**src/rtl/real_nearest_pkg.sv**
```systemverilog
// Shared types and elaboration helpers for real_nearest_addr: FSM states,
// address-width sizing and real-to-fixed conversion of coefficient tables.
package real_nearest_pkg;

  typedef enum logic {
    IDLE = 1'b0,
    SCAN = 1'b1
  } state_t;

  // Address width for an N-entry table, never narrower than one bit.
  function automatic int unsigned addr_w(input int unsigned n);
    return (n < 2) ? 1 : $clog2(n);
  endfunction

  // Round r * 2^-exponent half away from zero. The result is kept wide so the
  // caller can range-check it before narrowing to its word width.
  function automatic longint to_fixed(input real r, input int exponent);
    real scale;
    real scaled;
    scale = 1.0;
    if (exponent < 0) begin
      for (int k = 0; k < -exponent; k++) scale = scale * 2.0;
    end else begin
      for (int k = 0; k < exponent; k++) scale = scale / 2.0;
    end
    scaled = r * scale;
    if (scaled >= 0.0) return longint'($floor(scaled + 0.5));
    else               return -longint'($floor(-scaled + 0.5));
  endfunction

endpackage

```
**src/rtl/real_nearest_addr_if.sv**
```systemverilog
// Start/ready/done query bus of real_nearest_addr.
interface real_nearest_addr_if #(
  parameter int unsigned WIDTH  = 18,
  parameter int unsigned ADDR_W = 2
);
  logic                    start;
  logic signed [WIDTH-1:0] value_in;
  logic                    ready;
  logic                    done;
  logic [ADDR_W-1:0]       addr_out;

  modport master (output start, output value_in, input ready, input done, input addr_out);
  modport slave  (input start, input value_in, output ready, output done, output addr_out);
endinterface

```
**src/rtl/real_nearest_addr_abs_diff.sv**
```systemverilog
// real_abs_diff: combinational |a - b| of two signed words, widened by one bit
// so the magnitude never overflows.
module real_abs_diff #(
  parameter int unsigned WIDTH = 18
) (
  input  logic signed [WIDTH-1:0] a,
  input  logic signed [WIDTH-1:0] b,
  output logic        [WIDTH:0]   diff
);
  logic [WIDTH:0] sub_c;

  always_comb begin
    sub_c = {a[WIDTH-1], a} - {b[WIDTH-1], b};
    diff  = sub_c[WIDTH] ? ((~sub_c) + (WIDTH+1)'(1)) : sub_c;
  end
endmodule

```
**src/rtl/real_nearest_addr.sv**
```systemverilog
// Value-to-address inverse lookup: linear scan for the nearest constant coefficient.
// Optional REAL_NEAREST_EXACT_EXIT_EN ends the scan early on an exact match.
module real_nearest_addr
  import real_nearest_pkg::*;
#(
  parameter int unsigned N        = 4,
  parameter int unsigned WIDTH    = 18,
  parameter int          EXPONENT = -12,
  parameter real         COEFFS [N] = '{1.2, 3.4, 5.6, 7.8}
) (
  input  logic               clk,
  input  logic               rst_n,
  real_nearest_addr_if.slave bus
);
  localparam int unsigned ADDR_W = addr_w(N);
  localparam int unsigned DIST_W = WIDTH + 1;
  localparam longint      FX_MAX = (longint'(1) <<< (WIDTH - 1)) - 1;
  localparam longint      FX_MIN = -(longint'(1) <<< (WIDTH - 1));

  logic signed [WIDTH-1:0] coef_fx [N];

  // Coefficient table, converted and range-checked at elaboration.
  for (genvar g = 0; g < N; g++) begin : g_coef
    localparam longint FX = to_fixed(COEFFS[g], EXPONENT);
    if (FX > FX_MAX || FX < FX_MIN) begin : g_range_err
      $error("real_nearest_addr: COEFFS[%0d] does not fit in %0d bits", g, WIDTH);
    end
    assign coef_fx[g] = WIDTH'(FX);
  end

  state_t                  state_q, state_d;
  logic [ADDR_W-1:0]       idx_q, idx_d;
  logic [DIST_W-1:0]       best_dist_q, best_dist_d;
  logic [ADDR_W-1:0]       best_idx_q, best_idx_d;
  logic signed [WIDTH-1:0] value_q, value_d;
  logic [ADDR_W-1:0]       addr_q, addr_d;
  logic                    done_q, done_d;
  logic                    ready_q, ready_d;
  logic [DIST_W-1:0]       dist_c;

  real_abs_diff #(.WIDTH(WIDTH)) u_abs_diff (
    .a    (value_q),
    .b    (coef_fx[idx_q]),
    .diff (dist_c)
  );

  always_ff @(posedge clk or negedge rst_n) begin
    if (!rst_n) begin
      state_q     <= IDLE;
      idx_q       <= '0;
      best_dist_q <= '0;
      best_idx_q  <= '0;
      value_q     <= '0;
      addr_q      <= '0;
      done_q      <= 1'b0;
      ready_q     <= 1'b1;
    end else begin
      state_q     <= state_d;
      idx_q       <= idx_d;
      best_dist_q <= best_dist_d;
      best_idx_q  <= best_idx_d;
      value_q     <= value_d;
      addr_q      <= addr_d;
      done_q      <= done_d;
      ready_q     <= ready_d;
    end
  end

  always_comb begin
    logic              better;
    logic [ADDR_W-1:0] cand_idx;
    logic              finish;
    state_d     = state_q;
    idx_d       = idx_q;
    best_dist_d = best_dist_q;
    best_idx_d  = best_idx_q;
    value_d     = value_q;
    addr_d      = addr_q;
    done_d      = 1'b0;
    better      = 1'b0;
    cand_idx    = best_idx_q;
    finish      = 1'b0;

    unique case (state_q)
      IDLE: begin
        if (bus.start) begin
          value_d     = bus.value_in;
          idx_d       = '0;
          best_dist_d = '1;
          best_idx_d  = '0;
          state_d     = SCAN;
        end
      end
      SCAN: begin
        // Strict compare keeps the lowest index on ties.
        better   = (dist_c < best_dist_q);
        cand_idx = better ? idx_q : best_idx_q;
        if (better) begin
          best_dist_d = dist_c;
          best_idx_d  = idx_q;
        end
        finish = (idx_q == ADDR_W'(N - 1));
`ifdef REAL_NEAREST_EXACT_EXIT_EN
        if (dist_c == '0) finish = 1'b1;
`endif
        if (finish) begin
          addr_d  = cand_idx;
          done_d  = 1'b1;
          state_d = IDLE;
        end else begin
          idx_d = idx_q + ADDR_W'(1);
        end
      end
      default: state_d = IDLE;
    endcase

    ready_d = (state_d == IDLE);
  end

  assign bus.ready    = ready_q;
  assign bus.done     = done_q;
  assign bus.addr_out = addr_q;

endmodule
```
**src/flat_wrapper.sv**
```systemverilog
// flat-port wrapper written by rule: the top's interface ports become plain ports
module real_nearest_addr_flat import real_nearest_pkg::*;
#(
  parameter int unsigned N        = 4,
  parameter int unsigned WIDTH    = 18,
  parameter int          EXPONENT = -12,
  parameter real         COEFFS [N] = '{1.2, 3.4, 5.6, 7.8}
)
  (clk, rst_n, bus_start, bus_value_in, bus_ready, bus_done, bus_addr_out);
  real_nearest_addr_if #(.WIDTH(WIDTH)) bus_i ();
  input  logic clk;
  input  logic rst_n;
  input wire logic [$bits(bus_i.start)-1:0] bus_start;
  input wire logic [$bits(bus_i.value_in)-1:0] bus_value_in;
  output wire logic [$bits(bus_i.ready)-1:0] bus_ready;
  output wire logic [$bits(bus_i.done)-1:0] bus_done;
  output wire logic [$bits(bus_i.addr_out)-1:0] bus_addr_out;
  assign bus_i.start = bus_start;
  assign bus_i.value_in = bus_value_in;
  assign bus_ready = bus_i.ready;
  assign bus_done = bus_i.done;
  assign bus_addr_out = bus_i.addr_out;
  real_nearest_addr #(.N(N), .WIDTH(WIDTH), .EXPONENT(EXPONENT), .COEFFS(COEFFS)) u_core (.clk(clk), .rst_n(rst_n), .bus(bus_i));
endmodule
```
**config.mk**
```make
export PLATFORM = sky130hd
export DESIGN_NAME = real_nearest_addr_flat
export DESIGN_NICKNAME = d
export VERILOG_FILES = /design/src/rtl/real_nearest_pkg.sv /design/src/rtl/real_nearest_addr_if.sv /design/src/rtl/real_nearest_addr_abs_diff.sv /design/src/rtl/real_nearest_addr.sv /design/src/flat_wrapper.sv
export SDC_FILE = /design/constraint.sdc
export NUM_CORES = 1
export LEC_CHECK = 0
export BUFFER_PORTS_ARGS = -buffer_cell sky130_fd_sc_hd__buf_4
export CAP_MARGIN = 20
export CORE_ASPECT_RATIO = 1.2
export CORE_UTILIZATION = 25
export DETAILED_ROUTE_END_ITERATION = 7
export GPL_TIMING_DRIVEN = 0
export PLACE_DENSITY = 0.4
export SETUP_SLACK_MARGIN = 0.4
export SLEW_MARGIN = 20
export SYNTH_ARGS = -nofsm -noshare
export SYNTH_HDL_FRONTEND = slang
export SYNTH_SLANG_ARGS = --single-unit
```
**constraint.sdc**
```tcl
create_clock -name clk -period 7.6 [get_ports clk]
set_input_delay 1.52 -clock clk [delete_from_list [all_inputs] [get_ports clk]]
set_output_delay 1.52 -clock clk [all_outputs]
set_load 0.005 [all_outputs]
```
Word level (Yosys, flattened, before mapping)
Cells that the tools add are included.
Widths: inputs -> output; s select.
{"block": "totals", "input_bits": 21, "reg_bits": 46}
{"block": "classes", "n_bitwise": 4, "magnitude_cmp": 2, "n_reduce_logical": 4, "eq_ne": 4, "n_mux": 17, "addsub": 3}
{"operator": "$mux 19", "count": 3}
{"operator": "$pmux 19 s2", "count": 1}
{"operator": "$bmux 18 s2", "count": 1}
{"operator": "$mux 18", "count": 2}
{"operator": "$add 19x1->19 const B", "count": 1}
{"operator": "$lt 19x19->1", "count": 1}
{"operator": "$not 19->19", "count": 1}
{"operator": "$sub 18x18->19", "count": 1}
{"operator": "$pmux 2 s2", "count": 2}
{"operator": "$reduce_and 2->1", "count": 4}
{"operator": "$mux 2", "count": 3}
{"operator": "$ne 2x2->1 const B", "count": 3}
{"operator": "$mux 1", "count": 4}
{"operator": "$ge 3x3->1 const B", "count": 1}
{"operator": "$not 2->3", "count": 1}
{"operator": "$add 2x1->2 const B", "count": 1}
{"operator": "$eq 2x2->1 const B", "count": 1}
{"operator": "$not 1->1", "count": 2}
{"operator": "$pmux 1 s2", "count": 1}

Longest topological paths before layout
Gate-level depths: netlist of run 1.
{"block": "logic_depth", "word_depth": 11, "mapped_depth": 25, "ltp_nobuf": 23}

Hierarchy
From an unflattened synthesis of run 1, not the netlist that was laid out.
{"block": "hier_totals", "hier_cells": 411, "area_unflattened_um2": 3659.8}
{"module": "real_nearest_addr", "cells_each": 212, "n_inst": 1, "seq_area_each_um2": 1152.4, "area_per_inst_um2": 2298.5}
{"module": "real_abs_diff", "cells_each": 199, "n_inst": 1, "seq_area_each_um2": 0.0, "area_per_inst_um2": 1361.3}

Least setup slack after synthesis of run 1
OpenSTA, ideal clock, no wires.
{"block": "synth_path", "path_type": "register to register", "start": "reg u_core.idx_q[1]", "end": "reg u_core.best_dist_q[10]", "t_required_ps": 7464, "path_buffers": 2, "arrival_ps": 5028, "period_less_slack_ps": 5164, "stages_incl_launch_ff": 24, "path_slack_ps": 2436, "setup_time_ps": 136, "cell_sequence": "dfrtp_1 > inv_1 > ha_1 > inv_1 > ha_1 > fa_1 > nand2b_1 > o2bb2ai_1 > o211ai_4 > a21oi_1 > or4b_4 > nor3_4 > nand2_2 > o311a_1 > nor2_1 > ha_1 > a21o_1 > a21oi_1 > o21ai_0 > nand2_1 > and2_1 > clkbuf_1 > clkbuf_1 > o21ai_0"}
{"block": "synth_between", "elab_chain_len": 11, "elab_cells_between_ends": 13}
{"element": "start, declared", "line": "real_nearest_addr.sv:32", "text": "logic [ADDR_W-1:0] idx_q, idx_d;"}
{"element": "start signal, assigned", "line": "real_nearest_addr.sv:59", "text": "idx_q <= idx_d;"}
{"element": "$not 2->3 (not written as such) (*)", "line": "real_nearest_addr.sv:43", "text": ".b (coef_fx[idx_q]),"}
{"element": "$bmux 18 s2 (*)", "line": "real_nearest_addr.sv:43"}
{"element": "$mux 18 (not written as such) (*) (2 in series)", "line": "real_nearest_addr.sv:43"}
{"element": "$sub 18x18->19 (*)", "line": "real_nearest_addr_abs_diff.sv:13", "text": "sub_c = {a[WIDTH-1], a} - {b[WIDTH-1], b};"}
{"element": "$not 19->19", "line": "real_nearest_addr_abs_diff.sv:14", "text": "diff = sub_c[WIDTH] ? ((~sub_c) + (WIDTH+1)'(1)) : sub_c;"}
{"element": "$add 19x1->19", "line": "real_nearest_addr_abs_diff.sv:14"}
{"element": "$mux 19 (*)", "line": "real_nearest_addr_abs_diff.sv:14"}
{"element": "$lt 19x19->1", "line": "real_nearest_addr.sv:96", "text": "better = (dist_c < best_dist_q);"}
{"element": "$ne 2x2->1 (no line)"}
{"element": "$reduce_and 2->1 (no line)"}
{"element": "end signal, assigned", "line": "real_nearest_addr.sv:60", "text": "best_dist_q <= best_dist_d;"}
{"element": "end, declared", "line": "real_nearest_addr.sv:33", "text": "logic [DIST_W-1:0] best_dist_q, best_dist_d;"}
Every way passes the cells marked *; elsewhere a longest branch is shown, timed or not. The select of a mux whose other input is x is not followed.
A chain may end at the register's enable or synchronous reset.

Worst setup path after layout of run 1
Ends and elaborated chain as after synthesis.

==> flow_summary_export.csv, run 1 <==
group,metric,value,unit
logic_synthesis,yosysTopAreaCell,"dfrtp_1",
clock_tree,clock_path_buffers,2,
clock_tree,clkSlewWorstSetupHoldPaths,0.07,ns
worst_hold_path,min_path_type,"flip-flop to flip-flop",
place,globalplace.congestion,0.819,
drt,drc,0,
timing,rsz0062_at_grt,"no",
global_route,grt_pass1_wl,16700,um
logic_synthesis,synth_common_cells,"dfrtp_1, nand2_1, ha_1, inv_1",
critical_path,ff2ff_setup_slack,0.99,ns
place,hpwl,7800,um
logic_synthesis,synthTopCellsByArea,"dfrtp_1, ha_1, mux2_2",
critical_path,cp.arrival,6.78,ns
logic_synthesis,synth.net_count,475,
logic_synthesis,seq_area_frac_synth,31.1,%
critical_path,rr_startpoint,"u_core.idx_q[1]",
critical_path,worstPathRequired,7.76,ns
logic_synthesis,synth_top_area_share,30.4,%
logic_synthesis,synthArstFlopShare,100,%
logic_synthesis,yosysWarnings,0,
drt,wl_met3,143,um
clock_tree,clock-root-buffer,"clkbuf_16",
global_route,antenna_found_initial,0,
drt,dr_total_vias,3072,
critical_path,timing.rr.end,"u_core.best_dist_q[10]",
logic_synthesis,yosys_register_bits,46,
global_route,grt_max_degree,47,
clock_tree,cts_buffers,5,
logic_synthesis,ys.flop_type,"dfrtp_1",
critical_path,start_kind,"flip-flop",
drt,drt_iter0_markers,93,
final_layout,finalNetCount,506,
timing,tightest_slew,0.646,ns
drt,wl_per_cell,16.1,um
die,dieArea,0.0153,mm2
final_layout,syn_to_final_growth,14.7,%
timing,setup_viol,0,
place,io_buffers,24,
die,rows,48,
logic_synthesis,syn_area_per_cell,8.85,um2
drt,first_pass_iters,4,
timing,fin_tns_setup,0,ns
global_route,overflow,0,
worst_hold_path,hold_depth,2,
logic_synthesis,ys_types,65,
drt,ant_nets,0,
drt,wirelength_met1,4530,um
die,die_width,113,um
critical_path,endpoint_kind,"flip-flop",
clock_tree,numClockSinks,46,
critical_path,path_class,"flip-flop to flip-flop",
outcome,status,"finished, final reports clean",
timing,maxSlewHeadroom,56.9,%
global_route,gr-usage-all-layers,14.2,%
critical_path,r2r_cells,24,
die,ios,25,
timing,report.final.hold_viol_count,0,
drt,wl_met2,5190,um
timing,fin_crit,6.61,ns
timing,period_share,87.0,%
timing,max_freq,151,MHz
clock_tree,insertion_delay,0.30,ns
clock_tree,cts_max_level,2,
logic_synthesis,syn_inst,419,
global_route,grt_pass1_vias,3213,
logic_synthesis,syn_area,0.00371,mm2
timing,drv_slew,0,
worst_hold_path,min_to,"u_core.bus.addr_out[0]",
die,coreArea,0.0144,mm2
logic_synthesis,synth-edff-count,0,
drt,viasPerCell,4.91,
drt,highest_layer,"met4",
job,cap_viol_max_count,0,
worst_hold_path,hold_path_startpoint,"u_core.bus.addr_out[0]",
logic_synthesis,synth_most_common_cell,"dfrtp_1",
drt,routed_wl,10100,um
critical_path,crit_path_max_fanout,10,
die,start_util,25.7,%
final_layout,diodes,0,
clock_tree,cts_tree,"built",
final_layout,layout-drive-gt1-share,15.1,%
timing,fin_skew,0.00712,ns
die,die_y,135,um
## metal layers
metal | vias up | global-route usage, %
li1 | 1565 | -
met1 | 1475 | 16.7
met2 | 20 | 26.3
met3 | 12 | 1.66
met4 | 0 | 4.97
met5 | - | 0
## layout by cell type, fill, tap and decap left out, drive strengths merged, types with 8 or more instances in the layout
cell	synthesis	final
a21oi	25	25
buf	4	28
clkbuf	9	15
dfrtp	45	45
ha	34	34
inv	32	32
mux2	16	16
nand2	36	36
nor2	29	29
nor3	12	12
o21a	17	17
o21ai	28	28
or3	11	11
xnor2	18	18
xor2	8	8
## critical path, cell delays in order (launching register included)
cell and delay, ns:
dfrtp_1 0.54, inv_1 0.27, ha_1 0.37, inv_1 0.05, ha_1 0.19, fa_1 0.41
nand2b_1 0.16, o2bb2ai_1 0.23, o211ai_4 0.38, a31oi_1 0.17, nand2b_1 0.22, a21oi_2 0.37
nor2_1 0.10, xnor2_1 0.27, ha_1 0.30, a21o_1 0.18, a31oi_1 0.15, o21ai_0 0.17
a221oi_1 0.34, o211ai_1 0.19, nand2_1 0.18, and2_1 0.26, clkbuf_1 0.38, clkbuf_1 0.43
o21ai_0 0.16
## metrics by stage
stage	hold WS [ns]	instances	setup slack (ns)	cell area, um2	utilization (%)
final	0.483	626	0.985	4250	29.5
after global routing	0.544	626	0.454	4250	29.5
after CTS	0.499	626	0.642	4250	29.5
after detailed placement	0.482	618	0.668	4110	28.5
after global placement	0.473	618	0.628	4110	28.5
after floorplan	0.465	419	2.44	3710	-
## sequential cells by signal (all words and copies together) (netlist names)
signal and count:
u_core.bus.addr_out 2, u_core.best_idx_q 2, u_core.best_dist_q 19, u_core.value_q 18
u_core.idx_q 2, u_core.bus.ready 1, u_core.bus.done 1, u_core.state_q 1
## area by class of cell
class                           count  area (um2)
Multi-Input combinational cell    328        2370
Timing Repair Buffer               24         180
Inverter                           32         120
Clock buffer                        6         129
Sequential cell                    46        1150
Clock inverter                      2        13.8
Tap cell                          175         219
Fill cell                        1555       10200
Buffer                             13        67.6
## repair_timing
| item | CTS | global route |
|---|---|---|
| hold buffers | 0 | 0 |
| gates resized for setup | 0 | 1 |
| setup endpoints to repair | 0 | 7 |
| setup buffers | 0 | 0 |
## worst max path at each step
stage | startpoint | to
after global placement | u_core.idx_q[1] | u_core.best_dist_q[10]
after detailed placement | u_core.idx_q[1] | u_core.best_dist_q[9]
after global routing | u_core.idx_q[1] | u_core.best_dist_q[10]
after floorplan | u_core.idx_q[1] | u_core.best_dist_q[10]
final | u_core.idx_q[1] | u_core.best_dist_q[10]
after CTS | u_core.idx_q[1] | u_core.best_dist_q[9]
## logic make-up after synthesis
kind of cell | count (synthesis) | share of synthesized area [%]
AO/OA/AOI/OAI | 116 | 21.3
XOR/XNOR | 26 | 6.14
adder cells (fa/ha/maj) | 35 | 12.0
buffers and inverters | 45 | 5.06
flip-flops | 46 | 31.1
multiplexers | 18 | 5.40
other | 1 | 0.101
AND/OR/NAND/NOR | 132 | 18.9
Power of run 1 is left out: the tool's default activity adds up to more than one toggle a clock period on the data nets, which glitch-free logic cannot reach.
==> run 2, diff against run 1 <==
Settings changed: CORE_UTILIZATION 25 to 60, PLACE_DENSITY 0.4 to 0.79.
==> flow_summary_export.csv, run 2 (synthesized netlist as in run 1, its figures left out) <==
group,metric,value,unit
timing,fin_skew,0.0130,ns
critical_path,cp.arrival,6.61,ns
global_route,overflow,0,
clock_tree,cts_buffers,5,
critical_path,endpoint_kind,"flip-flop",
critical_path,r2r_cells,24,
critical_path,cp_cell_sequence,"inv_1 > ha_1 > inv_1 > ha_1 > fa_1 > nand2b_1 > o2bb2ai_1 > o211ai_4 > a31oi_1 > nand2b_1 > a21oi_1 > nor2_1 > xnor2_1 > ha_1 > a21o_1 > a31oi_1 > o21ai_0 > a221oi_1 > o211ai_1 > nand2_1 > and2_1 > clkbuf_1 > clkbuf_1 > o21ai_0",
final_layout,final_common_cell,"dfrtp_1",
die,coreArea,0.00601,mm2
die,dieArea,0.00650,mm2
global_route,grt_pass1_vias,3072,
worst_hold_path,min_path_type,"flip-flop to flip-flop",
critical_path,worst-path-stages,24,
critical_path,cpMostUsedCell,"ha_1",
drt,routed_wl,8240,um
timing,drv_slew,0,
timing,hold_ws,0.500,ns
clock_tree,cts_max_level,2,
drt,viasPerCell,5.95,
drt,drc,0,
global_route,antenna_found_initial,0,
critical_path,crit_path_max_fanout,10,
critical_path,critPathMaxStageDelay,0.53,ns
final_layout,finalNetCount,506,
critical_path,start_kind,"flip-flop",
global_route,gr-usage-all-layers,27.9,%
timing,max_freq,155,MHz
critical_path,crit_buf_inv,4,
final_layout,reg_top3,"u_core.best_dist_q: 19 flops, u_core.value_q: 18 flops",
outcome,status,"finished, final reports clean",
final_layout,final_util,67.8,%
clock_tree,insertion_delay,0.31,ns
drt,drt_iter0_markers,110,
timing,report.final.hold_viol_count,0,
drt,dr_total_vias,3169,
clock_tree,post_cts_buffers,0,
global_route,grt_pass1_wl,13800,um
place,hpwl,6400,um
clock_tree,clock_path_buffers,2,
clock_tree,cts_resized,0,
critical_path,worstPathRequired,7.76,ns
final_layout,diodes,0,
die,start_util,61.7,%
global_route,grt_max_degree,47,
place,io_buffers,24,
final_layout,largest_register_ffs,19,
timing,tightest_slew,0.642,ns
place,post_dp_cell_area,0.00399,mm2
drt,ant_nets,0,
critical_path,cp_slowest_cell,"a21oi_1",
die,die_width,73.8,um
final_layout,largest_register,"u_core.best_dist_q",
die,rows,31,
drt,first_pass_iters,5,
timing,fin_tns_setup,0,ns
drt,wl_per_cell,15.5,um
timing,period_share,84.9,%
timing,fin_crit,6.45,ns
clock_tree,cts_tree,"built",
critical_path,ff2ff_setup_slack,1.15,ns
final_layout,layout-drive-gt1-share,14.9,%
final_layout,final_area,0.00408,mm2
clock_tree,cts.hold.buffers_added,0,
critical_path,path_class,"flip-flop to flip-flop",
clock_tree,numClockSinks,46,
timing,maxSlewHeadroom,57.2,%
job,cap_viol_max_count,0,
die,ios,25,
final_layout,final_cell_mix,"dfrtp_1, nand2_1, ha_1",
worst_hold_path,hold_depth,2,
final_layout,syn_to_final_growth,9.96,%
timing,setup_viol,0,
clock_tree,clkSlewWorstSetupHoldPaths,0.08,ns
die,die_y,88.1,um
timing,rsz0062_at_grt,"no",
critical_path,cp_top_family,"compound AO/OA/AOI/OAI gates",
clock_tree,clock-root-buffer,"clkbuf_8",
place,globalplace.congestion,0.939,
-- run 2: cell types whose count changed in the layout (fill, tap and decap cells not counted) --
cell / change
a21oi_1: +1
clkbuf_16: -5
clkbuf_8: +5
a21oi_2: -1
-- run 2: cell type report --
class                      count  area [um2]
tap                           82         103
buffer                        13        67.6
fill                         513        1940
timing repair buffer          24         180
inverter                      32         120
clock inverter                 2        13.8
sequential                    46        1150
clock buffer                   6        72.6
multi-input combinational    328        2370
-- run 2: final timing paths --
check,from,end
worst min-delay path,u_core.bus.addr_out[0],u_core.bus.addr_out[0]
min in group asynchronous,rst_n,u_core.value_q[11]
max in group asynchronous,rst_n,u_core.value_q[6]
worst min register to register,u_core.bus.addr_out[0],u_core.bus.addr_out[0]
worst max register to register,u_core.idx_q[1],u_core.best_dist_q[10]
worst max-delay path,u_core.idx_q[1],u_core.best_dist_q[10]
-- run 2: stage by stage --
| stage | cells | setup slack [ns] |
|---|---|---|
| after CTS | 533 | 1.16 |
| after global placement | 525 | 1.24 |
| after detailed placement | 525 | 1.21 |
| after global routing | 533 | 0.664 |
| final | 533 | 1.15 |
| after floorplan | 419 | 2.44 |
-- run 2: worst min-delay path: cells and delay by family (launching register included) --
| kind | cells | cell delay [ns] |
|---|---|---|
| AND/OR/NAND/NOR | 1 | 0.05 |
| AO/OA/AOI/OAI | 1 | 0.06 |
| flip-flops | 1 | 0.36 |
-- run 2: per-layer routing --
layer	vias to the layer above	track usage [%]	share of wire [%]
met3	20	3.34	3.0
met2	65	48.6	50
met4	0	10.8	2.7
met5	-	0	0
met1	1521	34.9	44
li1	1563	-	-
Power of run 2 is left out for the same reason.
==> run 3, diff against run 2 <==
Settings changed: ABC_AREA set to 1.
Clock period 7.6 ns to 6.4 ns, I/O delays scaled along.
==> flow_summary_export.csv, run 3 <==
group,metric,value,unit
drt,drt_iter0_markers,174,
clock_tree,cts.hold.buffers_added,0,
clock_tree,cts_resized,0,
final_layout,reg_top3,"u_core.best_dist_q: 19 flops, u_core.value_q: 18 flops",
die,die_y,90.2,um
clock_tree,clkSlewWorstSetupHoldPaths,0.10,ns
critical_path,r2r_cells,26,
logic_synthesis,synthArstFlopShare,100,%
logic_synthesis,yosysWarnings,0,
final_layout,diodes,0,
critical_path,worstSetupStartpoint,"u_core.idx_q[1]",
job,cap_viol_max_count,0,
final_layout,syn_to_final_growth,9.78,%
die,die_width,75.5,um
final_layout,largest_register,"u_core.best_dist_q",
logic_synthesis,syn_inst,563,
timing,fin_crit,5.48,ns
timing,layout_setup_ws,0.917,ns
final_layout,largest_register_ffs,19,
timing,rsz0062_at_grt,"no",
critical_path,crit_end,"u_core.best_dist_q[11]",
clock_tree,clock-root-buffer,"clkbuf_8",
timing,fin_tns_setup,0,ns
global_route,overflow,0,
timing,maxSlewHeadroom,60.8,%
clock_tree,numClockSinks,46,
drt,highest_layer,"met4",
critical_path,worstPathRequired,6.57,ns
drt,ant_nets,0,
logic_synthesis,yosysTopAreaCell,"dfrtp_1",
place,hpwl,7360,um
drt,dr_total_vias,3608,
clock_tree,cts_max_level,2,
critical_path,timing.rr.end,"u_core.best_dist_q[11]",
final_layout,finalNetCount,650,
logic_synthesis,yosys_register_bits,46,
logic_synthesis,syn_area,0.00389,mm2
drt,wl_met2,4520,um
logic_synthesis,synth_common_cells,"nand2_1, inv_1, dfrtp_1, nor2_1, nand3_1",
drt,viasPerCell,5.33,
clock_tree,clock_path_buffers,2,
timing,drv_slew,0,
final_layout,final_cell_mix,"nand2_1, inv_1, dfrtp_1",
logic_synthesis,synth-edff-count,0,
global_route,grt_pass1_vias,3410,
logic_synthesis,synth_most_common_cell,"nand2_1",
die,coreArea,0.00613,mm2
timing,report.final.hold_viol_count,0,
final_layout,layout-drive-gt1-share,13.9,%
drt,wirelength_met1,3770,um
place,place_ws,0.957,ns
worst_hold_path,min_path_type,"flip-flop to flip-flop",
drt,routed_wl,8930,um
timing,fin_skew,0.00799,ns
die,ios,25,
final_layout,final_common_cell,"nand2_1",
drt,first_pass_iters,5,
global_route,antenna_found_initial,0,
clock_tree,cts_tree,"built",
place,globalplace.congestion,0.904,
global_route,grt_max_degree,47,
timing,tightest_slew,0.587,ns
critical_path,start_kind,"flip-flop",
critical_path,ff2ff_setup_slack,0.92,ns
global_route,gr-usage-all-layers,28.6,%
drt,drc,0,
outcome,status,"finished, final reports clean",
timing,setup_viol,0,
critical_path,cp.arrival,5.65,ns
timing,period_share,85.7,%
die,rows,31,
drt,wl_met3,236,um
logic_synthesis,seq_area_frac_synth,29.6,%
clock_tree,cts_buffers,5,
logic_synthesis,ys.flop_type,"dfrtp_1",
critical_path,rr_startpoint,"u_core.idx_q[1]",
logic_synthesis,synthTopCellsByArea,"dfrtp_1, nand2_1, ha_1",
place,io_buffers,24,
timing,max_freq,182,MHz
global_route,grt_pass1_wl,14900,um
die,dieArea,0.00681,mm2
logic_synthesis,synth_top_area_share,28.9,%
logic_synthesis,syn_area_per_cell,6.91,um2
clock_tree,insertion_delay,0.31,ns
die,start_util,63.5,%
critical_path,path_class,"flip-flop to flip-flop",
logic_synthesis,synth.net_count,619,
clock_tree,post_cts_buffers,0,
logic_synthesis,ys_types,41,
drt,wl_per_cell,13.2,um
critical_path,endpoint_kind,"flip-flop",
critical_path,crit_path_max_fanout,10,
==> run 3: worst min path at each step <==
stage | start | end | slack (ns) | cells after the start
floorplan | u_core.value_q[10] | u_core.value_q[10] | 0.46 | 2
finish | u_core.bus.addr_out[1] | u_core.bus.addr_out[1] | 0.49 | 2
CTS | u_core.value_q[10] | u_core.value_q[10] | 0.50 | 2
global route | u_core.value_q[11] | u_core.value_q[11] | 0.52 | 2
detailed placement | u_core.value_q[10] | u_core.value_q[10] | 0.47 | 2
global placement | u_core.value_q[10] | u_core.value_q[10] | 0.47 | 2
==> run 3: kinds of logic (layout without fill, tap and decap cells) <==
logic type / count (synthesis) / after routing / share of synthesized area [%]
buffers and inverters: 108 / 140 / 10.6
flip-flops: 46 / 46 / 29.6
other: 1 / 1 / 0.0964
AND/OR/NAND/NOR: 294 / 294 / 35.3
XOR/XNOR: 12 / 12 / 2.70
adder cells (fa/ha/maj): 35 / 35 / 11.5
AO/OA/AOI/OAI: 67 / 67 / 10.2
==> run 3: critical path: stages, from the launching register on <==
cell and delay [ns]:
dfrtp_1 0.50, inv_1 0.19, ha_1 0.35, inv_1 0.05
ha_1 0.20, fa_1 0.42, inv_1 0.10, nand3_1 0.13
nand2_2 0.14, nand2_1 0.08, nand2_1 0.10, nand2_1 0.09
nand3b_1 0.13, nand2_1 0.08, buf_2 0.18, nand2_1 0.09
xor2_1 0.22, inv_1 0.07, ha_1 0.30, nand4_1 0.12
nor3_1 0.28, o211ai_1 0.14, nand3_1 0.24, nor2_2 0.18
nor2_1 0.30, clkbuf_1 0.43, a22oi_1 0.18
==> run 3: final cells by class <==
type                       count  area (um2)
multi-input combinational    409        2330
sequential                    46        1150
tap                           82         103
clock buffer                   5        68.8
buffer                         7        32.5
inverter                     101         379
timing repair buffer          24         180
clock inverter                 3        28.8
fill                         562        1860
==> run 3: per-layer routing <==
layer / vias to the layer above / global-route usage (%)
met5: - / 0
met4: 0 / 13.6
met3: 26 / 3.92
met2: 71 / 50.1
met1: 1647 / 33.2
li1: 1864 / -
==> run 3: stage by stage <==
stage	hold WS (ns)	area [um2]	util, %	instances
after detailed placement	0.472	4170	68.1	669
after floorplan	0.455	3890	-	563
after global routing	0.522	4270	69.7	677
after CTS	0.498	4270	69.7	677
after global placement	0.472	4170	68.1	669
final	0.494	4270	69.7	677
Power of run 3 is left out for the same reason.
